[src/rtl/terrain_pkg.sv]
// Shared types and constants for the terrain renderer: FSM states, screen geometry, palette.
// Latency: none (declarations only).
// Backpressure: not applicable.
package terrain_pkg;

    typedef enum logic [1:0] {
        IDLE = 2'd0,
        ADDR = 2'd1,
        WAIT = 2'd2,
        DRAW = 2'd3
    } state_t;

    localparam int SCREEN_W  = 160;
    localparam int SCREEN_H  = 120;
    localparam int HEIGHT_W  = 9;
    localparam int RAM_DEPTH = 1024;
    localparam int RAM_AW    = $clog2(RAM_DEPTH);

    localparam logic [2:0] COLOUR_GROUND    = 3'b010;
    localparam logic [2:0] COLOUR_SKY       = 3'b000;
    localparam logic [2:0] COLOUR_HIGHLIGHT = 3'b111;

endpackage

[src/rtl/column_shader.sv]
// Pixel colour for one row of a terrain column of height h; TERRAIN_RENDER_HIGHLIGHT_EN marks the crest.
// Latency: purely combinational, zero cycles.
// Backpressure: none; output follows inputs.
module column_shader
    import terrain_pkg::*;
#(
    parameter int         ROWS          = SCREEN_H,
    parameter logic [2:0] GROUND_COLOUR = COLOUR_GROUND,
    parameter logic [2:0] SKY_COLOUR    = COLOUR_SKY
) (
    input  logic [6:0] row,
    input  logic [6:0] h,
    output logic [2:0] colour
);

    // row >= ROWS-h rewritten as row+h >= ROWS so nothing can underflow.
    logic [7:0] depth;
    assign depth = {1'b0, row} + {1'b0, h};

    // Ground below the terrain line, sky above it.
    always_comb begin
        colour = SKY_COLOUR;
        if (depth >= 8'(ROWS)) begin
`ifdef TERRAIN_RENDER_HIGHLIGHT_EN
            if ((h != 7'd0) && (depth == 8'(ROWS))) begin
                colour = COLOUR_HIGHLIGHT;
            end else begin
                colour = GROUND_COLOUR;
            end
`else
            colour = GROUND_COLOUR;
`endif
        end
    end

endmodule

[src/rtl/terrain_render.sv]
// Redraws the terrain column by column from the height RAM; optional crest colour via TERRAIN_RENDER_HIGHLIGHT_EN.
// Latency: COLS*(ROWS+2) cycles per frame, plus two cycles for each height read retried under wr_active.
// Backpressure: wr_active stalls the column fetch; frame_tick while busy is dropped and flagged in overrun.
module terrain_render
    import terrain_pkg::*;
#(
    parameter int         COLS          = SCREEN_W,
    parameter int         ROWS          = SCREEN_H,
    parameter logic [2:0] GROUND_COLOUR = COLOUR_GROUND,
    parameter logic [2:0] SKY_COLOUR    = COLOUR_SKY
) (
    input  logic                clock,
    input  logic                reset,
    input  logic                frame_tick,
    input  logic                wr_active,
    input  logic [HEIGHT_W-1:0] rd_data,
    output logic [RAM_AW-1:0]   rd_addr,
    output logic [7:0]          x,
    output logic [6:0]          y,
    output logic [2:0]          colour,
    output logic                plot,
    output logic                busy,
    output logic                done,
    output logic                overrun
);

    state_t     state;
    state_t     state_nxt;
    logic [7:0] col;
    logic [6:0] row;
    logic [6:0] h;
    logic [7:0] x_hold;
    logic [6:0] y_hold;
    logic [2:0] colour_hold;
    logic [2:0] shade;
    logic       start;
    logic       capture;
    logic       frame_end;
    logic       last_row;
    logic       last_col;

    assign last_row = (row == 7'(ROWS - 1));
    assign last_col = (col == 8'(COLS - 1));

    column_shader #(
        .ROWS          (ROWS),
        .GROUND_COLOUR (GROUND_COLOUR),
        .SKY_COLOUR    (SKY_COLOUR)
    ) u_shader (
        .row    (row),
        .h      (h),
        .colour (shade)
    );

    // State register.
    always_ff @(posedge clock) begin
        if (reset) begin
            state <= IDLE;
        end else begin
            state <= state_nxt;
        end
    end

    // Next state and datapath enables.
    always_comb begin
        state_nxt = state;
        start     = 1'b0;
        capture   = 1'b0;
        frame_end = 1'b0;
        case (state)
            IDLE: begin
                if (frame_tick) begin
                    state_nxt = ADDR;
                    start     = 1'b1;
                end
            end
            ADDR: state_nxt = WAIT;
            WAIT: begin
                // RAM contents are suspect while the scroller writes; re-issue the read.
                if (wr_active) begin
                    state_nxt = ADDR;
                end else begin
                    state_nxt = DRAW;
                    capture   = 1'b1;
                end
            end
            DRAW: begin
                if (last_row) begin
                    state_nxt = last_col ? IDLE : ADDR;
                    frame_end = last_col;
                end
            end
            default: state_nxt = IDLE;
        endcase
    end

    // Column/row counters, captured height, held pixel outputs and status flags.
    always_ff @(posedge clock) begin
        if (reset) begin
            col         <= 8'd0;
            row         <= 7'd0;
            h           <= 7'd0;
            x_hold      <= 8'd0;
            y_hold      <= 7'd0;
            colour_hold <= SKY_COLOUR;
            done        <= 1'b0;
            overrun     <= 1'b0;
        end else begin
            done <= frame_end;
            if (frame_tick && busy) begin
                overrun <= 1'b1;
            end
            if (start) begin
                col <= 8'd0;
            end
            if (capture) begin
                h   <= (rd_data >= HEIGHT_W'(ROWS)) ? 7'(ROWS) : rd_data[6:0];
                row <= 7'd0;
            end
            if (state == DRAW) begin
                x_hold      <= col;
                y_hold      <= row;
                colour_hold <= shade;
                if (last_row) begin
                    row <= 7'd0;
                    if (!last_col) begin
                        col <= col + 8'd1;
                    end
                end else begin
                    row <= row + 7'd1;
                end
            end
        end
    end

    assign rd_addr = RAM_AW'(col);
    assign busy    = (state != IDLE);
    assign plot    = (state == DRAW);
    assign x       = plot ? col   : x_hold;
    assign y       = plot ? row   : y_hold;
    assign colour  = plot ? shade : colour_hold;

endmodule

[config.mk]
export PLATFORM = sky130hd
export DESIGN_NAME = terrain_render
export DESIGN_NICKNAME = d
export VERILOG_FILES = /design/src/rtl/terrain_pkg.sv /design/src/rtl/column_shader.sv /design/src/rtl/terrain_render.sv
export SDC_FILE = /design/constraint.sdc
export NUM_CORES = 1
export LEC_CHECK = 0
export BUFFER_PORTS_ARGS = -buffer_cell sky130_fd_sc_hd__buf_2
export CAP_MARGIN = 40
export CORE_MARGIN = 5
export CORE_UTILIZATION = 48
export DETAILED_ROUTE_END_ITERATION = 10
export HOLD_SLACK_MARGIN = 0.12
export PLACE_DENSITY = 0.74
export SLEW_MARGIN = 10
export SYNTH_ARGS = -nofsm -noshare
export SYNTH_HDL_FRONTEND = slang
export SYNTH_HIERARCHICAL = 1
export SYNTH_SLANG_ARGS = --single-unit
[constraint.sdc]
create_clock -name clock -period 5.5 [get_ports clock]
set_clock_uncertainty 0.15 [all_clocks]
set_input_delay 0.825 -clock clock [delete_from_list [all_inputs] [get_ports clock]]
set_output_delay 0.825 -clock clock [all_outputs]
set_load 0.02 [all_outputs]
== Word-level counts from Yosys, hierarchy flattened ==
Index checks and enable logic that the tools add are counted.
W data, S select, Z words.
Cells by class
  add/sub/neg operators: 3
  multiply operators: 0
  divide/modulo/power cells: 0
  $lt $le $gt $ge: 2
  equality and inequality tests: 7
  shifts and indexed selects: 0
  muxes and demuxes: 21
  bitwise gates (word level): 2
  reductions and logical operators: 6
Operators by type and width (count)
  $mux W8: 5
  $mux W7: 5
  $ge A9 B7 Y1 const B: 1
  $add A7 B7 Y8: 1
  $add A8 B1 Y8 const B: 1
  $eq A8 B8 Y1 const B: 1
  $ge A8 B7 Y1 const B: 1
  $mux W2: 4
  $pmux W2 S4: 1
  $add A7 B1 Y7 const B: 1
  $eq A7 B7 Y1 const B: 1
  $mux W1: 5
  $eq A2 B2 Y1 const B: 2
  $reduce_bool A2 Y1: 2
  $mux W3: 1
  $reduce_or A3 Y1: 1
  $eq A2 B1 Y1 const B: 1
  $logic_not A2 Y1: 1
  $ne A2 B1 Y1 const B: 1
  $ne A2 B2 Y1 const B: 1
  $not A1 Y1: 2
  $reduce_and A2 Y1: 1
  $logic_and A1 B1 Y1: 1
Word-level totals
  flip-flop bits (word level): 44
  bits in latches: 0
  bits in writable memories: 0
  bits in read-only memories: 0
  input bits: 13
  output and inout port bits: 32
  logic and storage cells: 50
  memories kept: 0

== Logic depth before layout (Yosys ltp) ==
Gate-level depths: netlist of run 1.
  word-level depth: 6
  mapped depth: 10
  mapped depth without buffers: 10

== Modules after synthesis ==
The synthesis of run 1 kept the hierarchy.
By module, submodules not included
  terrain_render: times used 1, cells each 255, area each 2072.0 sq um, sequential area each 880.8 sq um
  column_shader: times used 1, cells each 34, area each 287.8 sq um, sequential area each 0.0 sq um

== Worst setup path before layout of run 1 ==
Ideal clock, no wire load.
  path type: register -> output
  start: register row[0]
  end: output port colour[1]
  arrival time: 1.798 ns
  required time: 4.525 ns
  slack: 2.727 ns
  cell stages (with the launch flop): 10
  buffers on the path: 0
  path through: dfxtp_1 -> ha_1 -> inv_1 -> fa_1 -> inv_1 -> o21a_1 -> o221ai_1 -> a311o_1 -> nand2_1 -> nand2_1
On the way
  word-level cells in the longest chain between the ends: 4
Ends and longest elaborated chain
  from (decl): line terrain_render.sv:30  | logic [6:0] row;
  from (signal assigned): line terrain_render.sv:130  | row <= row + 7'd1;
  $add A7 B7 Y8: line column_shader.sv:18  | assign depth = {1'b0, row} + {1'b0, h};
  $ge A8 B7 Y1: line column_shader.sv:23  | if (depth >= 8'(ROWS)) begin
  $mux W2: line column_shader.sv:23
  net shade[1]: line terrain_render.sv:35  | logic [2:0] shade;
  $mux W3
  to (decl): line terrain_render.sv:20  | output logic [2:0] colour,
The timed path passes the listed nets, and every way through them passes these cells.

== Final worst setup path of run 1 ==
  start: register state[0]
  end: output port x[3]
On the way
  word-level cells in the longest chain between the ends: 2
Ends and longest elaborated chain
  from (decl): line terrain_render.sv:27  | state_t state;
  from (signal assigned): line terrain_render.sv:60  | state <= state_nxt;
  $eq A2 B2 Y1: line terrain_render.sv:138  | assign plot = (state == DRAW);
  $mux W8
  to (decl): line terrain_render.sv:18  | output logic [7:0] x,
No other way between the ends.

==> results of run 1 <==
[layout make-up]
type	count	area share, %
clock buffers	8	3.43
inverters	9	1.29
multi-input cells	217	50.6
flip-flops and latches	44	33.5
well taps	67	3.19
repair buffers	42	8.00
[synth_stat cells (all sizes together), types with 4 or more instances]
cell,instances
a211o,4
a211oi,4
a21oi,11
a22oi,4
and4,4
buf,12
clkbuf,9
dfxtp,44
ha,9
inv,9
nand2,58
nand3,10
nand3b,4
nor2,20
nor2b,21
nor3,7
nor4,7
o21ai,9
[tightest hold or removal path: stages (launching register included)]
cell     delay, ns
dfxtp_1       0.34
a21oi_1       0.04
nor2_1        0.07
[metrics by stage]
step / cell area, µm² / instances / hold WS (ns) / setup WS, ns
after floorplan: 2370 / 291 / 0.329 / 2.73
after global placement: 2540 / 379 / 0.297 / 2.46
after detailed placement: 2540 / 379 / 0.314 / 2.42
after CTS: 2630 / 387 / 0.332 / 2.08
after global routing: 2630 / 387 / 0.370 / 1.85
final: 2630 / 387 / 0.333 / 2.12
[logic make-up (layout without fill, tap and decap cells)]
kind of cell | count (synthesis) | count (layout)
buffers and inverters | 30 | 59
xor gates and xnor gates | 2 | 2
AOI/OAI and AO/OA | 50 | 50
adders and majority gates | 10 | 10
DFF | 44 | 44
muxes | 1 | 1
and+or+nand+nor | 150 | 150
other | 2 | 4
[final timing paths]
| kind | from | to | slack, ns | cells after the start |
|---|---|---|---|---|
| hold reg to reg | overrun | overrun | 0.33 | 2 |
| setup / recovery | state[0] | x[3] | 2.12 | 5 |
| hold / removal | overrun | overrun | 0.33 | 2 |
| setup reg to reg | state[0] | col[4] | 2.75 | 5 |
[placed cells by master, fill, tap and decap left out, drive strengths merged, types with 2 or more instances in the layout]
cell type / synthesis / final
nor4: 7 / 7
and4: 4 / 4
conb: 2 / 4
a211o: 4 / 4
or3b: 2 / 2
a211oi: 4 / 4
nor2b: 21 / 21
dfxtp: 44 / 44
nor2: 20 / 20
buf: 12 / 42
a21oi: 11 / 11
o21ai: 9 / 9
and3: 3 / 3
a21o: 3 / 3
nand2: 58 / 58
nand4: 3 / 3
nand4b: 2 / 2
a311oi: 2 / 2
a31oi: 3 / 3
ha: 9 / 9
xor2: 2 / 2
a22oi: 4 / 4
o21a: 2 / 2
nor4b: 3 / 3
nor3: 7 / 7
nand3b: 4 / 4
clkbuf: 9 / 8
or3: 3 / 3
inv: 9 / 9
nand3: 10 / 10
[layer usage]
layer	vias to the layer above	routed length [µm]	part of all wire (%)
li1	1064	-	-
met1	946	2490	48
met2	54	2300	45
met3	13	255	4.9
met4	0	114	2.2
met5	-	0	0
[power by group]
group	switching, mW	internal (mW)	leakage, nW	total [mW]
registers	0.00428	0.322	0.355	0.326
logic	0.0282	0.0135	0.811	0.0417
clock network	0.104	0.102	0.0455	0.207
total	0.137	0.438	1.21	0.575
[registers in the layout (all words and copies together) (netlist names)]
signal	cells
y_hold	7
x_hold	8
colour_hold	3
h	7
row	7
overrun	1
done	1
state	2
col	8
==> out/metrics.yaml, run 1 <==
floorplan.initialDensity_pct: 49.6
clock-sinks: 44
clk_pin_slew_ns: 0.08
port-buffer-count: 42
grtUsageMet1_pct: 22.3
hp-class: "flop to flop"
cts_tree: "yes"
start_kind: "flop"
synthXorXnorAreaFrac_pct: 0.742
yosysWarnings: 6
met3_usage_pct: 3.70
muxShareOfSynthArea_pct: 0.477
cp-end-kind: "primary output"
crit_top_cell: "nand2_1"
yosysUniqueCellTypes: 55
fin_crit_sh_pct: 61.5
synth_top_area_share_pct: 37.3
drt_first_iter_violations: 115
fin_crit_ns: 3.38
cp_top_family: "buffers and inverters"
ant_nets: 0
grt-busiest-layer: "met2"
die-area_um2: 6420
tightest_slew_ns: 0.902
num_rows: 25
synth_edf_count: 0
ys_ff_latch: 44
drive_gt1_share_pct: 18.8
slew_violations: 0
postCtsSetupBuffers: 0
fp.dieW_um: 80.1
syn_to_final_growth_pct: 11.3
grt_pass1_wl_um: 8540
cts_resized: 0
route.vias.total: 2077
critPathKind: "flop to primary output"
grt_util_met2_pct: 25.6
via_per_inst: 5.37
yosysSeqAreaShare_pct: 37.3
hpwl_um: 3600
power_density_nw_per_um2: 219
gp_congestion: 0.853
num_io_pins: 45
overflow: 0
layout.nets: 342
synth-compound-area-share_pct: 15.1
final_util_pct: 55.3
synth_fa_ha_area_share_pct: 5.62
yosysTopAreaCell: "dfxtp_1"
async_flop_share_pct: 0
synth_top_family_by_area: "simple AND/OR/NAND/NOR gates"
root_buffer: "clkbuf_8"
required_ns: 4.53
setup_viol: 0
synth_area_um2: 2360
crit_slowest_cell: "inv_1"
core-area_um2: 4750
fmax_mhz: 296
grt_usage_pct: 16.7
worstPathMaxFanout: 25
cts_hold_buf: 0
cap_violations: 0
synth_area_leaders: "dfxtp_1 37%, nand2_1 9.2%, nor2b_1 5.6%"
fill_cells: 488
relSlewSlack_pct: 39.9
worst_ep_arrival_time_ns: 2.41
first_pass_iters: 4
antenna_found_initial: 0
ir_worst_vdd_mv: 0.132
die_h_um: 80.1
ff_latch_area_um2: 881
syn_area_per_cell_um2: 8.17
power.total_mw: 0.575
grt_pass1_vias: 1903
path_cells: "nand2_1 > inv_1 > nand2_1 > nand2_1 > buf_2"
routed_wl_um: 5170
grt_max_degree: 51
status: "completed"
slowest_delay_ns: 0.70
synth_ff_type: "dfxtp_1"
synthSimpleGateAreaFrac_pct: 33.7
clk_latency_ns: 0.29
cts_max_level: 2
worst-path-buf-inv: 2
netlist_instances: 289
diodes: 0
multi_input_area_um2: 1330
finalHoldViolations: 0
cts-buffers-inserted: 5
rsz0062_at_grt: "false"
p_leak_nw: 1.21
fin_setup_tns_ns: 0
drc_errors: 0
post_drt_wl_per_cell_um: 13.3
clock_path_buffers: 2
(Power assumes the default switching activity.)
==> run 2: changes to the inputs <==
==> constraint.sdc (replaced) <==
create_clock -name clock -period 3.16 [get_ports clock]
set_clock_uncertainty 0.15 [all_clocks]
set_input_delay 0.474 -clock clock [delete_from_list [all_inputs] [get_ports clock]]
set_output_delay 0.474 -clock clock [all_outputs]
set_load 0.02 [all_outputs]
==> run 2 against run 1 <==
  * Final cell count up 0.52%
  * Die area unchanged
  * Power up 75%
  * Critical path type unchanged
  * Critical endpoint is now colour[1]
  * Highest routed layer unchanged
==> out/metrics.yaml, run 2 (synthesis gave the netlist of run 1 again) <==
status: "completed"
power_density_nw_per_um2: 377  # +72%
post_drt_wl_per_cell_um: 13.1  # -1.9%
fp.dieW_um: 80.1  # unchanged
reg_top3: "col x8, x_hold x8"
grtUsageMet1_pct: 23.0  # +0.61 points
num_io_pins: 45  # unchanged
cp-end-kind: "primary output"
slew_violations: 0  # unchanged
cts_tree: "yes"
clock-sinks: 44  # unchanged
final_cell_mix: "58 x nand2_1, 44 x dfxtp_1, 42 x buf_2, 21 x nor2b_1, 20 x nor2_1"
hp-class: "input pin to flop"
fill_cells: 463  # -5.1%
worstPathMaxFanout: 6  # -76%
relSlewSlack_pct: 55.6  # +16 points
cts_max_level: 2  # unchanged
fmax_mhz: 342
via_per_inst: 5.37  # about the same
ir_worst_vdd_mv: 0.172  # +30%
required_ns: 2.54  # -1.99 ns
fin_setup_tns_ns: 0  # unchanged
core-area_um2: 4750  # unchanged
ff2ff_path_depth: 10  # +5
critPathKind: "flop to primary output"
clk_latency_ns: 0.29  # about the same
grt_usage_pct: 16.7  # about the same
cap_violations: 0  # unchanged
hpwl_um: 3640  # +1.1%
final_util_pct: 56.1  # +0.79 points
final_common_cell: "nand2_1"
route.vias.total: 2088  # +0.53%
tightest_slew_ns: 0.665  # -0.237 ns
cts-buffers-inserted: 5  # unchanged
finalHoldViolations: 0  # unchanged
port-buffer-count: 42  # unchanged
p_int_mw: 0.763  # +74%
p_leak_nw: 1.23  # +1.8%
gp_congestion: 0.931  # +9.2%
cts_hold_buf: 0  # unchanged
seqPwrFrac_pct: 56.6  # -0.2 points
overflow: 0  # unchanged
die-area_um2: 6420  # unchanged
hold_depth: 3  # +1
layout.nets: 344  # +0.58%
die_h_um: 80.1  # unchanged
multi_input_area_um2: 1330  # unchanged
swShare_pct: 24.1  # +0.34 points
start_kind: "flop"
fin_crit_sh_pct: 92.6
num_rows: 25  # unchanged
setup_viol: 0  # unchanged
grt_util_met2_pct: 26.7  # +1.1 points
ant_nets: 0  # unchanged
drt_first_iter_violations: 104  # -9.6%
diodes: 0  # unchanged
rsz0062_at_grt: "false"
clock_path_buffers: 2  # unchanged
cts_resized: 0  # unchanged
grt_max_degree: 28  # -45%
grt-busiest-layer: "met2"
drive_gt1_share_pct: 19.9  # +1.1 points
floorplan.initialDensity_pct: 49.6  # unchanged
ff_latch_area_um2: 881  # unchanged
fin_crit_ns: 2.93
first_pass_iters: 5  # +1
routed_wl_um: 5100  # -1.4%
worst_ep_arrival_time_ns: 2.30  # -0.11 ns
antenna_found_initial: 0  # unchanged
met3_usage_pct: 3.36  # -0.34 points
postCtsSetupBuffers: 0  # unchanged
root_buffer: "clkbuf_8"
grt_pass1_vias: 1888  # -0.79%
power_frac_clock_pct: 35.8  # about the same
drc_errors: 0  # unchanged
p_comb_share_pct: 7.6  # +0.3 points
grt_pass1_wl_um: 8670  # +1.6%
syn_to_final_growth_pct: 12.9
p_sw_mw: 0.242  # +77%
clk_pin_slew_ns: 0.08  # about the same
-- run 2: cell count changes in the layout (fill, tap and decap cells not counted), sizes merged --
cell,before,now
clkbuf,8,6
clkinv,0,2
buf,42,44
-- run 2: stage by stage --
step	std cells	total power [mW]	instance area [µm²]	setup WS [ns]	hold slack, ns
6_report	389	1.00	2670	0.234	0.271
5_1_grt	389	1.06	2670	0.0586	0.284
4_1_cts	389	1.01	2670	0.228	0.266
3_5_place_dp	381	0.658	2570	0.564	0.316
3_3_place_gp	380	0.652	2540	0.586	0.297
2_1_floorplan	291	0.637	2370	0.738	0.329
-- run 2: power by group through the flow --
stage / logic [mW] / clock network (mW) / registers (mW)
6_report: 0.0762 / 0.360 / 0.568
5_1_grt: 0.0854 / 0.400 / 0.570
4_1_cts: 0.0765 / 0.370 / 0.568
3_5_place_dp: 0.0762 / 0 / 0.581
3_3_place_gp: 0.0711 / 0 / 0.581
2_1_floorplan: 0.0589 / 0 / 0.578
-- run 2: worst paths after layout --
| kind | startpoint | endpoint | slack [ns] |
|---|---|---|---|
| worst max-delay path | row[0] | colour[1] | 0.23 |
| worst min-delay path | rd_data[2] | h[2] | 0.27 |
| worst min register to register | overrun | overrun | 0.33 |
| worst max register to register | row[0] | colour_hold[1] | 0.93 |
-- run 2: routing by layer --
metal	share of wire, %	vias up
met5	0	-
met4	0.73	0
met3	6.0	2
li1	-	1071
met2	45	64
met1	48	951
-- run 2: layout make-up --
cell class              instances  area share [%]
inverters                       9            1.27
clock buffers                   6            3.10
flip-flops and latches         44            33.1
repair buffers                 44            9.20
well taps                      67            3.15
clock inverters                 2           0.376
multi-input cells             217            49.9
-- run 2: critical path, cell delays in order (launching register included) --
cell and delay (ns):
dfxtp_1 0.41, ha_1 0.21, inv_1 0.06, fa_1 0.37, inv_1 0.07, o21a_1 0.11, o221ai_1 0.12, a311o_1 0.37
nand2_1 0.06, nand2_1 0.07, buf_2 0.16
==> run 3: changes to the inputs <==
--- a/config.mk
+++ b/config.mk
@@ -11,7 +11,7 @@
 export CORE_UTILIZATION = 48
 export DETAILED_ROUTE_END_ITERATION = 10
 export HOLD_SLACK_MARGIN = 0.12
-export PLACE_DENSITY = 0.74
+export PLACE_DENSITY = 0.79
 export SLEW_MARGIN = 10
 export SYNTH_ARGS = -nofsm -noshare
 export SYNTH_HDL_FRONTEND = slang
==> run 3 against run 2 <==
  * Power up 0.32%
  * Sequential share of layout area up 0.34 points
  * Largest cell class unchanged
  * Final area down 1.0%
  * First-iteration DRC count up 63%
  * Global-route usage up 0.36 points
==> out/metrics.yaml, run 3 (synthesis gave the netlist of run 1 again) <==
status: "completed"
drc_errors: 0  # unchanged
fp.dieW_um: 80.1  # unchanged
ir_worst_vdd_mv: 0.184  # +7.4%
critPathLaunch: "row[0]"
rr_endpoint: "colour_hold[1]"
swShare_pct: 24.7  # +0.56 points
fill_cells: 448  # -3.2%
rrSetupSlack_ns: 0.87  # -0.06 ns
p_leak_nw: 1.22  # -1.0%
crit_end: "colour[1]"
worst_ep_arrival_time_ns: 2.33  # +0.03 ns
overflow: 0  # unchanged
p_comb_share_pct: 7.1  # -0.5 points
clock_path_buffers: 2  # unchanged
finalHoldViolations: 0  # unchanged
pre_cts_ws_ns: 0.540  # -0.0238 ns
layout.nets: 343  # -0.29%
antenna_found_initial: 0  # unchanged
routed_wl_um: 5100  # about the same
hold_depth: 3  # unchanged
cts_max_level: 2  # unchanged
critPathKind: "flop to primary output"
floorplan.initialDensity_pct: 49.6  # unchanged
hpwl_um: 3630  # -0.32%
final_util_pct: 55.5  # -0.58 points
post_drt_wl_per_cell_um: 13.1  # +0.34%
power_density_nw_per_um2: 382  # +1.4%
clk_pin_slew_ns: 0.08  # about the same
cap_violations: 0  # unchanged
power.total_mw: 1.01  # +0.32%
cts_hold_buf: 0  # unchanged
via_per_inst: 5.38  # +0.31%
reg2reg_from: "row[0]"
rsz0062_at_grt: "false"
die-area_um2: 6420  # unchanged
die_h_um: 80.1  # unchanged
hp-class: "input pin to flop"
num_rows: 25  # unchanged
drt_first_iter_violations: 169  # +63%
p_int_mw: 0.759  # -0.42%
fin_ws_ns: 0.203  # -0.0315 ns
tightest_slew_ns: 0.873  # +0.208 ns
placed_area_um2: 2540  # -1.1%
slew_violations: 0  # unchanged
p_sw_mw: 0.249  # +2.7%
postCtsSetupBuffers: 0  # unchanged
gp_congestion: 0.947  # +1.7%
final_cell_mix: "58 x nand2_1, 44 x dfxtp_1, 42 x buf_2, 21 x nor2b_1, 20 x nor2_1"
ant_nets: 0  # unchanged
final_common_cell: "nand2_1"
required_ns: 2.54  # about the same
clock-sinks: 44  # unchanged
relSlewSlack_pct: 41.8  # -14 points
core-area_um2: 4750  # unchanged
fin_crit_ns: 2.96  # +0.0315 ns
setup_viol: 0  # unchanged
fmax_mhz: 338  # -1.1%
cts_resized: 0  # unchanged
start_kind: "flop"
num_io_pins: 45  # unchanged
clk_latency_ns: 0.30  # about the same
cts-buffers-inserted: 5  # unchanged
drive_gt1_share_pct: 19.6  # -0.25 points
route.vias.total: 2089  # +0.048%
worstPathMaxFanout: 6  # unchanged
fin_setup_tns_ns: 0  # unchanged
root_buffer: "clkbuf_8"
diodes: 0  # unchanged
grt_max_degree: 51  # +82%
grt_pass1_wl_um: 8940  # +3.1%
stdcell_area_um2: 2640  # -1.0%
ff2ff_path_depth: 10  # unchanged
cts_tree: "yes"
syn_to_final_growth_pct: 11.8
port-buffer-count: 42  # unchanged
fin_crit_sh_pct: 93.6  # +1.0 points
first_pass_iters: 4  # -1
reg_top3: "col x8, x_hold x8"
cp-end-kind: "primary output"
seqPwrFrac_pct: 56.4  # -0.2 points
grt_usage_pct: 17.1  # +0.36 points
power_frac_clock_pct: 36.5  # +0.7 points
grt_pass1_vias: 1987  # +5.2%
## run 3: worst min-delay path by stage
stage,start,endpoint,slack [ns]
floorplan,h[3],h[3],0.33
finish,rd_data[1],h[1],0.27
global route,rd_data[1],h[1],0.29
detailed placement,overrun,overrun,0.31
global placement,overrun,overrun,0.30
CTS,rd_data[0],h[0],0.26
## run 3: per-layer routing
| layer | part of all wire (%) | track usage, % |
|---|---|---|
| met3 | 6.0 | 4.48 |
| met1 | 48 | 22.8 |
| met5 | 0 | 0 |
| met2 | 44 | 26.3 |
| met4 | 1.5 | 6.59 |
## run 3: cell type report
cell class | instances | area, µm² | area share (%)
Tap cell | 67 | 83.8 | 3.18
Sequential cell | 44 | 881 | 33.4
Clock inverter | 2 | 10.0 | 0.380
Timing Repair Buffer | 43 | 218 | 8.25
Inverter | 9 | 33.8 | 1.28
Multi-Input combinational cell | 217 | 1330 | 50.4
Clock buffer | 6 | 82.6 | 3.13
## run 3: power by group through the flow
stage | Clock [mW] | Combinational (mW) | Sequential [mW]
2_1_floorplan | 0 | 0.0589 | 0.578
3_3_place_gp | 0 | 0.0708 | 0.581
3_5_place_dp | 0 | 0.0720 | 0.581
4_1_cts | 0.372 | 0.0724 | 0.568
5_1_grt | 0.390 | 0.0818 | 0.569
6_report | 0.368 | 0.0720 | 0.568
## run 3: worst max-delay path, stage by stage, from the launching register on
cell	delay (ns)
dfxtp_1	0.41
ha_1	0.21
inv_1	0.06
fa_1	0.38
inv_1	0.07
o21a_1	0.12
o221ai_1	0.12
a311o_1	0.36
nand2_1	0.06
nand2_1	0.08
buf_2	0.16
## run 3: metrics by stage
stage                     instances  hold WS [ns]
after floorplan                 291         0.329
after global placement          380         0.297
after detailed placement        380         0.310
after CTS                       388         0.262
after global routing            388         0.293
final                           388         0.266
